[src/rtl/uart_host_tx.sv]
// uart_host_tx: host-side 8N1 UART transmitter with a small byte FIFO.
// Bytes pushed over a valid/ready handshake are queued and serialised
// LSB first at a fixed bit period. Frames go out back to back while the
// FIFO holds data.
//
// Ports:
//   clk_48mhz   system clock, all logic on the rising edge
//   manualReset synchronous active-high reset (aborts frame, flushes FIFO)
//   tx_data     byte to transmit
//   tx_valid    tx_data valid this cycle
//   tx_ready    FIFO can accept a byte this cycle
//   tx_out      serial line, idle high
//   busy        frame in progress or FIFO non-empty
//   fifo_count  bytes queued, excluding the frame in flight
module uart_host_tx #(
  parameter int CLOCKS_PER_BIT = 417,
  parameter int FIFO_DEPTH     = 4
) (
  input  logic                        clk_48mhz,
  input  logic                        manualReset,
  input  logic [7:0]                  tx_data,
  input  logic                        tx_valid,
  output logic                        tx_ready,
  output logic                        tx_out,
  output logic                        busy,
  output logic [$clog2(FIFO_DEPTH):0] fifo_count
);

  localparam int AW = $clog2(FIFO_DEPTH);
  localparam int CW = AW + 1;
  localparam int BW = $clog2(CLOCKS_PER_BIT);

  localparam logic [CW-1:0] FULL_COUNT = CW'(FIFO_DEPTH);
  localparam logic [BW-1:0] BAUD_LAST  = BW'(CLOCKS_PER_BIT - 1);

  localparam logic [1:0] IDLE  = 2'd0;
  localparam logic [1:0] START = 2'd1;
  localparam logic [1:0] DATA  = 2'd2;
  localparam logic [1:0] STOP  = 2'd3;

  logic [1:0]    state;
  logic [BW-1:0] baud;
  logic [2:0]    bit_idx;
  logic [7:0]    shift;
  logic [7:0]    mem [FIFO_DEPTH];
  logic [AW-1:0] rd_ptr;
  logic [AW-1:0] wr_ptr;

  logic push;
  logic pop;
  logic baud_done;
  logic fifo_nonempty;

  // Ready comes from the registered count only, so a full FIFO stays
  // not-ready even in the cycle it is popped.
  assign tx_ready      = (fifo_count != FULL_COUNT);
  assign fifo_nonempty = (fifo_count != '0);
  assign baud_done     = (baud == BAUD_LAST);
  assign push          = tx_valid && tx_ready && !manualReset;
  assign busy          = (state != IDLE) || fifo_nonempty;

  // The head is taken either from IDLE or at the end of a stop cell.
  always_comb begin
    pop = 1'b0;
    case (state)
      IDLE:    pop = fifo_nonempty;
      STOP:    pop = baud_done && fifo_nonempty;
      default: pop = 1'b0;
    endcase
  end

  always_ff @(posedge clk_48mhz) begin
    if (push) begin
      mem[wr_ptr] <= tx_data;
    end
  end

  always_ff @(posedge clk_48mhz) begin
    if (manualReset) begin
      wr_ptr     <= '0;
      rd_ptr     <= '0;
      fifo_count <= '0;
    end else begin
      if (push) begin
        wr_ptr <= wr_ptr + 1'b1;
      end
      if (pop) begin
        rd_ptr <= rd_ptr + 1'b1;
      end
      if (push && !pop) begin
        fifo_count <= fifo_count + 1'b1;
      end else if (!push && pop) begin
        fifo_count <= fifo_count - 1'b1;
      end
    end
  end

  always_ff @(posedge clk_48mhz) begin
    if (manualReset) begin
      state   <= IDLE;
      baud    <= '0;
      bit_idx <= '0;
      shift   <= '0;
      tx_out  <= 1'b1;
    end else begin
      case (state)
        IDLE: begin
          tx_out <= 1'b1;
          if (pop) begin
            shift  <= mem[rd_ptr];
            baud   <= '0;
            tx_out <= 1'b0;
            state  <= START;
          end
        end
        START: begin
          if (baud_done) begin
            baud    <= '0;
            tx_out  <= shift[0];
            shift   <= {1'b0, shift[7:1]};
            bit_idx <= '0;
            state   <= DATA;
          end else begin
            baud <= baud + 1'b1;
          end
        end
        DATA: begin
          if (baud_done) begin
            baud <= '0;
            if (bit_idx == 3'd7) begin
              tx_out <= 1'b1;
              state  <= STOP;
            end else begin
              bit_idx <= bit_idx + 1'b1;
              tx_out  <= shift[0];
              shift   <= {1'b0, shift[7:1]};
            end
          end else begin
            baud <= baud + 1'b1;
          end
        end
        STOP: begin
          if (baud_done) begin
            baud <= '0;
            if (pop) begin
              shift  <= mem[rd_ptr];
              tx_out <= 1'b0;
              state  <= START;
            end else begin
              state <= IDLE;
            end
          end else begin
            baud <= baud + 1'b1;
          end
        end
        default: begin
          state  <= IDLE;
          tx_out <= 1'b1;
        end
      endcase
    end
  end

endmodule
[config.mk]
export PLATFORM = sky130hd
export DESIGN_NAME = uart_host_tx
export DESIGN_NICKNAME = d
export VERILOG_FILES = /design/src/rtl/uart_host_tx.sv
export SDC_FILE = /design/constraint.sdc
export NUM_CORES = 1
export LEC_CHECK = 0
export ABC_AREA = 1
export CAP_MARGIN = 10
export CORE_MARGIN = 2
export CORE_UTILIZATION = 53
export CTS_CLUSTER_DIAMETER = 50
export DETAILED_ROUTE_END_ITERATION = 12
export PLACE_DENSITY_LB_ADDON = 0.08
export SYNTH_ARGS = -nofsm -noshare
export SYNTH_HDL_FRONTEND = slang
export SYNTH_SLANG_ARGS = --single-unit
[constraint.sdc]
create_clock -name clk_48mhz -period 2.24 [get_ports clk_48mhz]
set_input_delay 0.448 -clock clk_48mhz [delete_from_list [all_inputs] [get_ports clk_48mhz]]
set_output_delay 0.448 -clock clk_48mhz [all_outputs]
set_load 0.01 [all_outputs]
==> Word level (Yosys, flattened, before mapping) <==
Memories as Yosys holds them, arrays and structs flattened. A register that Yosys moved wholly into a read port is not among the register bits.
Index checks and enable logic that the tools add are counted.
{ "classes": {"addsub": 6, "n_reduce_logical": 19, "eq_ne": 13, "n_mux": 34} }
{ "ops": {"columns": ["op", "count"], "rows": [
  ["$mux W8", 5],
  ["$pmux W8 S4", 1],
  ["$mux W9", 2],
  ["$pmux W9 S2", 1],
  ["$mux W3", 5],
  ["$mux W2", 7],
  ["$ne A2 B2 Y1 const B", 7],
  ["$reduce_and A4 Y1", 3],
  ["$add A9 B1 Y9 const B", 1],
  ["$eq A9 B9 Y1 const B", 1],
  ["$mux W1", 9],
  ["$pmux W2 S4", 1],
  ["$add A3 B1 Y3 const B", 2],
  ["$pmux W3 S2", 1],
  ["$reduce_bool A2 Y1", 3],
  ["$logic_and A1 B1 Y1", 5],
  ["$reduce_and A5 Y1", 1],
  ["$add A2 B1 Y2 const B", 2],
  ["$eq A2 B2 Y1 const B", 2],
  ["$pmux W1 S4", 1],
  ["$eq A3 B3 Y1 const B", 1],
  ["$logic_not A1 Y1", 3],
  ["$ne A3 B3 Y1 const B", 1],
  ["$reduce_bool A3 Y1", 1],
  ["6 further kinds", 6]
]} }
{ "word_totals": {"register_bits": 30, "memories": 1, "ramBits": 32} }
{ "memory_table": {"columns": ["memory", "words", "word_bits", "rd", "rd_ports_with_merged_regs", "wr", "line_no", "rtl"], "rows": [
  ["mem", 4, 8, 1, 1, 1, "45", "logic [7:0] mem [FIFO_DEPTH];"]
]} }

==> Depth between registers and ports, before layout <==
Gate-level depths: netlist of the first run.
{ "depth": {"depth_word": 7, "ltp_mapped": 14, "depth_no_buf": 14} }

==> Worst setup path before layout of the first run <==
OpenSTA, ideal clock, no wires.
{ "synth_timing": {"path_type": "register to register", "startpoint": "register state[0]", "endpoint": "register fifo_count[2]", "path_slack_ns": 0.049, "period_less_slack_ns": 2.191, "arrival_ns": 2.068, "path_stages_with_launch": 13, "required_time_ns": 2.118, "path_cell_list": "dfxtp_1 > inv_1 > ha_1 > buf_2 > inv_1 > nand3_4 > ha_1 > inv_1 > fa_1 > a21oi_1 > o21ai_0 > o21ai_0 > a21oi_1"} }
{ "synth_between": {"elab_chain_len": 5, "elab_cells_between_ends": 8, "classes_between": "1 x eq/ne; 2 x mux; 5 x reduce/logical"} }
{ "synth_lines": {"columns": ["element", "line_no", "rtl"], "rows": [
  ["start: declaration", "41", "logic [1:0] state;"],
  ["start signal: assignment", "100", "state <= IDLE;"],
  ["start signal: assignment", "113", "state <= START;"],
  ["start signal: assignment", "122", "state <= DATA;"],
  ["$eq A2 B2 Y1 or $logic_not A2 Y1 (tied branches)", "65", "case (state)"],
  ["$pmux W1 S2 *", "65", null],
  ["$logic_not A1 Y1", "90", "if (push && !pop) begin"],
  ["$logic_and A1 B1 Y1", "90", null],
  ["$mux W3 or $reduce_bool A2 Y1 (tied branches)", null, null],
  ["end signal: assignment", "91", "fifo_count <= fifo_count + 1'b1;"],
  ["end signal: assignment", "93", "fifo_count <= fifo_count - 1'b1;"],
  ["end: declaration", "26", "output logic [$clog2(FIFO_DEPTH):0] fifo_count"]
]} }
Every way passes the cells marked *; elsewhere a longest branch is shown, timed or not.
A chain may end at the register's enable or synchronous reset.

==> Final worst setup path of the first run <==
{ "layout_timing": {"startpoint": "register state[1]", "endpoint": "register fifo_count[1]"} }
Same word-level chain as after synthesis.

==> flow_summary.toml, run 1 <==
[global_route]
overflow = 0
track_usage_pct = 20.63
grt_antenna_before_repair = 0
grt_pass1_vias = 2300
grt_first_pass_wirelength_um = 10030
grt_max_degree = 22

[sta]
hold_viol = 0
setup_viol = 0
slew_viol_final = 0
rsz0062_at_grt = "false"
fin_crit_sh_pct = 92.75
max_freq_ghz = 0.4813
tightest_slew_ns = 0.4578
slew_headroom_pct = 69.44
hold-worst-slack_ns = 0.4633
finClkSkew_ns = 0.003722
fin_crit_ns = 2.078

[setup_path]
cp_max_fo = 4
criticalPathCategory = "register to register"
endpoint_kind = "register"
cp.required_ns = 2.47
r2r-start = "state[1]"
setup.worst_path.start = "state[1]"
cp_data_arrival_time_ns = 2.30
cp-start-kind = "register"

[hold_path]
min-delay-start = "shift[5]"
hp-class = "register to register"

[synth]
yosysSeqAreaShare_pct = 51.80
synthFlopType = "edfxtp_1"
synth_top_area_cell = "edfxtp_1"
netlist_top_cells_count = "nand2_1, inv_1, dfxtp_1, edfxtp_1, nor2_1"
synth-seq-cells = 64
synthCells = 356
synth_area_leaders = "edfxtp_1, dfxtp_1, nand2_1"
yosysTopAreaCellShare_pct = 31.08
synthArstFlopShare_pct = 0
avgSynthCellArea_sq_um = 8.685
yosysWarnings = 0
syn-cell-area_sq_mm = 0.003092
syn_nets = 382
synth_cell_types = 29
synth-edff-count = 32
yosysMostFrequentCell = "nand2_1"

[detailed_routing]
via_count = 2435
wl_per_cell_um = 12.31
final_antenna_net_count = 0
drt_iter0_drc = 144
dr.pass1.iters = 4
vias_per_cell = 5.192
wirelength_um = 5772
drc = 0

[floorplanning]
die_w_um = 80.38
die_y_um = 80.38
core_sq_mm = 0.005574
initial_utilization_pct = 55.47
io_pins = 17
die_area_sq_mm = 0.006460
core.rowCount = 27

[power_and_ir_drop]
power_density_mw_per_mm2 = 1372
ir_drop_mv = 0.9058
p_leak_nw = 1.516

[clock_tree]
clk_pin_slew_ns = 0.07
postCtsHoldBufs = 0
htreeDepth = 3
numCtsBuffers = 9
cts_tree = "built"
worstSkewPairLatency_ns = 0.34
cts_setup_buffers = 0
clock_path_buffers = 2
root_buffer = "clkbuf_8"
cts_sinks = 64

[final_layout]
num_antenna_cells = 0
drive_gt1_share_pct = 14.36
fin_util_pct = 65.81
nNetsFinal = 418
area_growth_pct = 18.66
n_fill_cell = 477

[placed_design]
gp_congestion = 0.8278
dp_hpwl_um = 4032
port_buffers = 16

[run_status]
status = "completed"

[job]
drv_cap = 0
-- logic make-up (layout without fill, tap and decap cells) --
group | Yosys count | count (layout) | synth area share [%]
adder cells (fa/ha/maj) | 15 | 15 | 6.313
flip-flops | 64 | 64 | 51.80
buffers and inverters | 51 | 92 | 6.394
AO/OA/AOI/OAI | 60 | 60 | 10.68
AND/OR/NAND/NOR | 163 | 163 | 23.96
XOR/XNOR | 3 | 3 | 0.8500
-- flip-flops by register name, indices dropped and copies added (netlist names), named ones only --
register,count
wr_ptr,2
bit_idx,3
rd_ptr,2
fifo_count,3
mem,32
shift,8
baud,9
tx_out,1
state,2
-- metal layers --
layer,global-route usage [%],up-vias,wire length (um)
li1,-,1253,-
met1,26.42,1146,2790
met2,33.25,27,2708
met3,5.056,9,186
met4,8.814,0,87
met5,0,-,0
-- layout make-up --
type	instances	area (sq um)	area share, %
Clock buffer	9	123.9	3.377
Multi-Input combinational cell	241	1308	35.64
Inverter	43	161.4	4.400
Timing Repair Buffer	33	287.8	7.844
Sequential cell	64	1603	43.69
Tap cell	72	90.09	2.456
Clock inverter	7	95.09	2.592
-- stage by stage --
| stage | setup TNS (ns) | instances | power, W | setup slack, ns | instance area (sq um) |
|---|---|---|---|---|---|
| 2_1_floorplan | 0 | 356 | 0.003204 | 0.04943 | 3092 |
| 3_3_place_gp | -0.002835 | 453 | 0.003889 | -0.002835 | 3433 |
| 3_5_place_dp | -0.05610 | 453 | 0.003925 | -0.05610 | 3433 |
| 4_1_cts | 0 | 469 | 0.005040 | 0.04919 | 3654 |
| 5_1_grt | 0 | 469 | 0.005483 | 0.03029 | 3669 |
| 6_report | 0 | 469 | 0.005033 | 0.1625 | 3669 |
-- timing repair --
action                                  in CTS  in global routing
endpoints found under the hold margin        0                  0
pin swaps                                    0                  1
endpoints found under the setup margin       1                  2
gates resized for setup                      1                  5
-- worst max-delay path: stages (launching register included) --
cell	delay, ns
dfxtp_2	0.34
inv_1	0.15
ha_4	0.18
nor2_1	0.05
nor2_2	0.17
nand3_4	0.09
ha_1	0.18
inv_1	0.11
fa_2	0.44
o21ai_0	0.20
a21oi_1	0.06
-- cell usage in the layout, fill, tap and decap left out, drive strengths merged, types with 7 or more instances in the layout --
cell	count
nand2	98
inv	44
nor2	37
edfxtp	32
dfxtp	32
a21oi	27
o21ai	21
buf	17
nand3	17
clkdlybuf4s50	16
ha	14
clkbuf	9
o211ai	7
-- final timing paths --
path	to	slack, ns	depth (start not counted)
worst max-delay path	fifo_count[1]	0.16	10
worst min-delay path	shift[5]	0.46	2
worst max register to register	fifo_count[1]	0.16	10
worst min register to register	shift[5]	0.46	2
-- report_power, final --
part	switching [W]	total, W	internal, W
Sequential	0.000123	0.00155	0.00143
Clock	0.000450	0.00108	0.000627
Combinational	0.00149	0.00241	0.000918
Total	0.00206	0.00503	0.00297
(Power assumes the default switching activity.)
==> inputs of run 2 (changes only) <==
Clock period 2.24 ns to 2.2 ns, I/O delays scaled along.
==> flow_summary.toml, run 2 (same netlist as run 1, synthesis figures left out) <==
[run_status]
status = "completed"

[detailed_routing]
wl_per_cell_um = 12.21
drc = 0
wirelength_um = 5725
drt_iter0_drc = 135
final_antenna_net_count = 0
vias_per_cell = 5.062
dr.pass1.iters = 4
via_count = 2374

[hold_path]
min_to = "shift[4]"
min-delay-start = "shift[4]"
worstHoldPathCells = 2
hp-class = "register to register"

[floorplanning]
initial_utilization_pct = 55.47
die_w_um = 80.38
core_sq_mm = 0.005574
die_y_um = 80.38
die_area_sq_mm = 0.006460
core.rowCount = 27
io_pins = 17

[global_route]
grt_antenna_before_repair = 0
grt_max_degree = 22
grt_pass1_vias = 2306
overflow = 0
track_usage_pct = 20.84
grt_first_pass_wirelength_um = 10170

[setup_path]
endpoint_kind = "register"
cp-start-kind = "register"
r2r-start = "state[1]"
criticalPathCategory = "register to register"
cp.required_ns = 2.43
critPathBufInv = 2
crit_family = "adder cells"
r2r_cells = 12
cp_data_arrival_time_ns = 2.37
cpPeakStageDelay_ns = 0.40
r2r_end = "fifo_count[2]"
ff2ff_setup_slack_ns = 0.06
crit_slowest_cell = "fa_1"
cp_max_fo = 4
cp_cell_sequence = "inv_1 -> ha_2 -> nor2_1 -> nor2_2 -> nand3_4 -> ha_1 -> inv_1 -> fa_1 -> a21oi_1 -> o21ai_1 -> o21ai_1 -> a21oi_1"

[sta]
setup_viol = 0
worst_slack_ns = 0.06026
tightest_slew_ns = 0.4623
hold_viol = 0
rsz0062_at_grt = "true"
slew_headroom_pct = 69.15
fin_crit_ns = 2.140
fin_crit_sh_pct = 97.26
slew_viol_final = 0
hold-worst-slack_ns = 0.4618
finClkSkew_ns = 0.008883
max_freq_ghz = 0.4673

[power_and_ir_drop]
swShare_pct = 42.18
combPwrFrac_pct = 48.3
pwr-share-clk_pct = 19.8
p_int_w = 0.002871
ir_drop_mv = 0.9193
p_leak_nw = 1.500
power_density_mw_per_mm2 = 1366
p_sw_w = 0.002095
seqPwrFrac_pct = 31.8

[clock_tree]
cts_tree = "built"
htreeDepth = 3
cts_setup_buffers = 0
postCtsHoldBufs = 0
clock_path_buffers = 2
clk_pin_slew_ns = 0.07
worstSkewPairLatency_ns = 0.34
numCtsBuffers = 9
root_buffer = "clkbuf_8"
cts_sinks = 64

[placed_design]
port_buffers = 16
place_ws_ns = -0.08002
gp_congestion = 0.8413
dp_hpwl_um = 3879

[final_layout]
reg_top3 = "mem: 32 flops, baud: 9 flops, shift: 8 flops"
largest_reg_flops = 32
num_antenna_cells = 0
area_growth_pct = 17.56
multi_input_area_sq_mm = 0.001295
final-seq-area_sq_mm = 0.001604
final_cell_mix = "nand2_1, inv_1, nor2_1, edfxtp_1, dfxtp_1"
nNetsFinal = 418
n_fill_cell = 477
regMostFlops = "mem"
drive_gt1_share_pct = 14.61
fin_util_pct = 65.21
layout_commonest_cell = "nand2_1"

[job]
drv_cap = 0
run 2: changes by cell type in the layout (fill, tap and decap cells not counted), sizes merged:
cell / previous run / this run
bufinv: 2 / 1
clkinv: 3 / 4
clkinvlp: 1 / 2
inv: 44 / 43
run 2: layout make-up:
| type | count | share of cell area, % |
|---|---|---|
| clock buffers | 9 | 3.408 |
| clock inverters | 7 | 1.997 |
| inverters | 43 | 4.441 |
| multi-input cells | 241 | 35.63 |
| flip-flops and latches | 64 | 44.13 |
| well taps | 72 | 2.478 |
| repair buffers | 33 | 7.917 |
run 2: per-layer routing:
layer | up-vias | routed length [um] | track usage [%] | share of wire [%]
li1 | 1249 | - | - | -
met1 | 1069 | 2780 | 26.76 | 49
met2 | 41 | 2592 | 32.92 | 45
met3 | 15 | 239 | 5.955 | 4.2
met4 | 0 | 112 | 8.814 | 2.0
met5 | - | 0 | 0 | 0
run 2: through the flow:
stage / total power, W / std cells / setup TNS, ns / cell area, sq um
2_1_floorplan: 0.003262 / 356 / 0 / 3092
3_3_place_gp: 0.003941 / 453 / -0.03316 / 3433
3_5_place_dp: 0.003952 / 453 / -0.08002 / 3433
4_1_cts: 0.004983 / 469 / 0 / 3635
5_1_grt: 0.005425 / 469 / -0.09857 / 3635
6_report: 0.004966 / 469 / 0 / 3635
run 2: timing repair:
item / 4_1_cts / 5_1_grt
gates resized for setup: 4 / 2
cloned: 0 / 0
endpoints found under the setup margin: 1 / 2
endpoints found under the hold margin: 0 / 0
run 2: worst max path at each step:
stage / endpoint / cells past startpoint / startpoint / slack [ns]
after floorplan: fifo_count[2] / 12 / state[0] / 0.009
after global placement: fifo_count[2] / 10 / tx_valid / -0.03
after detailed placement: fifo_count[2] / 10 / tx_valid / -0.08
after CTS: fifo_count[2] / 12 / state[1] / 0.04
after global routing: fifo_count[2] / 12 / state[1] / -0.06
final: fifo_count[2] / 12 / state[1] / 0.06
run 2: worst reg2reg max path: cells and delay by family (launching register included):
kind / cells / cell delay, ns
adders and majority gates: 3 / 0.74
AOI/OAI and AO/OA: 4 / 0.47
DFF: 1 / 0.35
and+or+nand+nor: 3 / 0.32
buffers and inverters: 2 / 0.16
run 2: power by group through the flow:
| stage | Clock, W | Sequential [W] | Combinational [W] |
|---|---|---|---|
| after global routing | 0.00105 | 0.00161 | 0.00276 |
| after floorplan | 0 | 0.00160 | 0.00166 |
| after detailed placement | 0 | 0.00160 | 0.00235 |
| after CTS | 0.00101 | 0.00158 | 0.00239 |
| final | 0.000985 | 0.00158 | 0.00240 |
| after global placement | 0 | 0.00159 | 0.00235 |
==> inputs of run 3 (changes only) <==
Settings changed: ABC_CLOCK_PERIOD_IN_PS set to 2200, CTS_CLUSTER_DIAMETER 50 to 30, MAX_ROUTING_LAYER set to met4.
==> flow_summary.toml, run 3 (same netlist as run 1, synthesis figures left out) <==
[run_status]
status = "completed"

[setup_path]
cp_data_arrival_time_ns = 2.37
endpoint_kind = "register"
ff2ff_setup_slack_ns = 0.06
criticalPathCategory = "register to register"
cp-start-kind = "register"
r2r_cells = 12
cp_max_fo = 4
cp.required_ns = 2.43

[final_layout]
final_cells = 469
reg_top3 = "mem: 32 flops, baud: 9 flops, shift: 8 flops"
largest_reg_flops = 32
regMostFlops = "mem"
layout_commonest_cell = "nand2_1"
n_fill_cell = 477
nNetsFinal = 418
num_antenna_cells = 0
final_cell_mix = "nand2_1, inv_1, nor2_1, edfxtp_1, dfxtp_1"
area_growth_pct = 17.56
drive_gt1_share_pct = 14.61

[placed_design]
gp_congestion = 0.8544
port_buffers = 16
dp_cells = 453
dp_hpwl_um = 3879

[clock_tree]
htreeDepth = 3
worstSkewPairLatency_ns = 0.34
postCtsHoldBufs = 0
clk_pin_slew_ns = 0.07
clock_path_buffers = 2
root_buffer = "clkbuf_8"
cts_sinks = 64
cts_tree = "built"
cts_setup_buffers = 0
numCtsBuffers = 9

[detailed_routing]
drt_iter0_drc = 127
dr.pass1.iters = 4
via_count = 2367
wirelength_um = 5723
drc = 0
vias_per_cell = 5.047
wl_per_cell_um = 12.20
final_antenna_net_count = 0

[sta]
hold-worst-slack_ns = 0.4615
tightest_slew_ns = 0.4550
fin_setup_tns_ns = 0
hold_viol = 0
slew_viol_final = 0
finClkSkew_ns = 0.009439
slew_headroom_pct = 69.64
max_freq_ghz = 0.4674
setup_viol = 0
fin_crit_ns = 2.140
rsz0062_at_grt = "true"
fin_crit_sh_pct = 97.26

[floorplanning]
io_pins = 17
die_w_um = 80.38
core.rowCount = 27
die_area_sq_mm = 0.006460
initial_utilization_pct = 55.47
die_y_um = 80.38
core_sq_mm = 0.005574

[global_route]
grt_antenna_before_repair = 0
grt_pass1_vias = 2309
grt_max_degree = 22
grt_first_pass_wirelength_um = 10160
overflow = 0
track_usage_pct = 21.41

[hold_path]
hp-class = "register to register"
worstHoldPathCells = 2

[power_and_ir_drop]
ir_drop_mv = 0.9188
p_leak_nw = 1.500
power_density_mw_per_mm2 = 1366

[job]
drv_cap = 0
## run 3: final timing paths
kind                               start            end
worst max register to register  state[1]  fifo_count[2]
worst min register to register  shift[4]       shift[4]
worst max-delay path            state[1]  fifo_count[2]
worst min-delay path            shift[4]       shift[4]
## run 3: layout make-up
cell class / count / area, sq um / area share (%)
clock buffers: 9 / 123.9 / 3.408
inverters: 43 / 161.4 / 4.441
clock inverters: 7 / 72.57 / 1.997
multi-input cells: 241 / 1295 / 35.63
repair buffers: 33 / 287.8 / 7.917
well taps: 72 / 90.09 / 2.478
flip-flops and latches: 64 / 1604 / 44.13
## run 3: what timing repair did
| action | in CTS | in global routing |
|---|---|---|
| endpoints found under the hold margin | 0 | 0 |
| resized for setup | 4 | 2 |
| setup endpoints to repair | 1 | 2 |
## run 3: metrics by stage
step	setup WS, ns	power (W)	cell area, sq um	util (%)
after global routing	-0.05824	0.005425	3635	65.21
after floorplan	0.009428	0.003262	3092	-
after detailed placement	-0.08002	0.003952	3433	61.59
after global placement	-0.03316	0.003941	3433	61.59
after CTS	0.03741	0.004983	3635	65.21
final	0.06038	0.004967	3635	65.21
## run 3: per-layer routing
layer | track usage, % | vias to the layer above | wire (um)
met3 | 5.955 | 15 | 246
met1 | 26.69 | 1063 | 2812
li1 | - | 1246 | -
met4 | 8.814 | 0 | 112
met2 | 33.00 | 43 | 2550
met5 | - | - | 0
## run 3: where the power goes
group | internal (W) | total, W | switching [W]
combinational | 0.000896 | 0.00240 | 0.00150
clock | 0.000522 | 0.000986 | 0.000464
sequential | 0.00145 | 0.00158 | 0.000127
## run 3: worst max-delay path, stage by stage (launching register included)
cell and delay [ns]:
dfxtp_2 0.35, inv_1 0.09, ha_2 0.21, nor2_1 0.13
nor2_2 0.07, nand3_4 0.10, ha_1 0.13, inv_1 0.07
fa_1 0.40, a21oi_1 0.17, o21ai_1 0.10, o21ai_1 0.13
a21oi_1 0.06
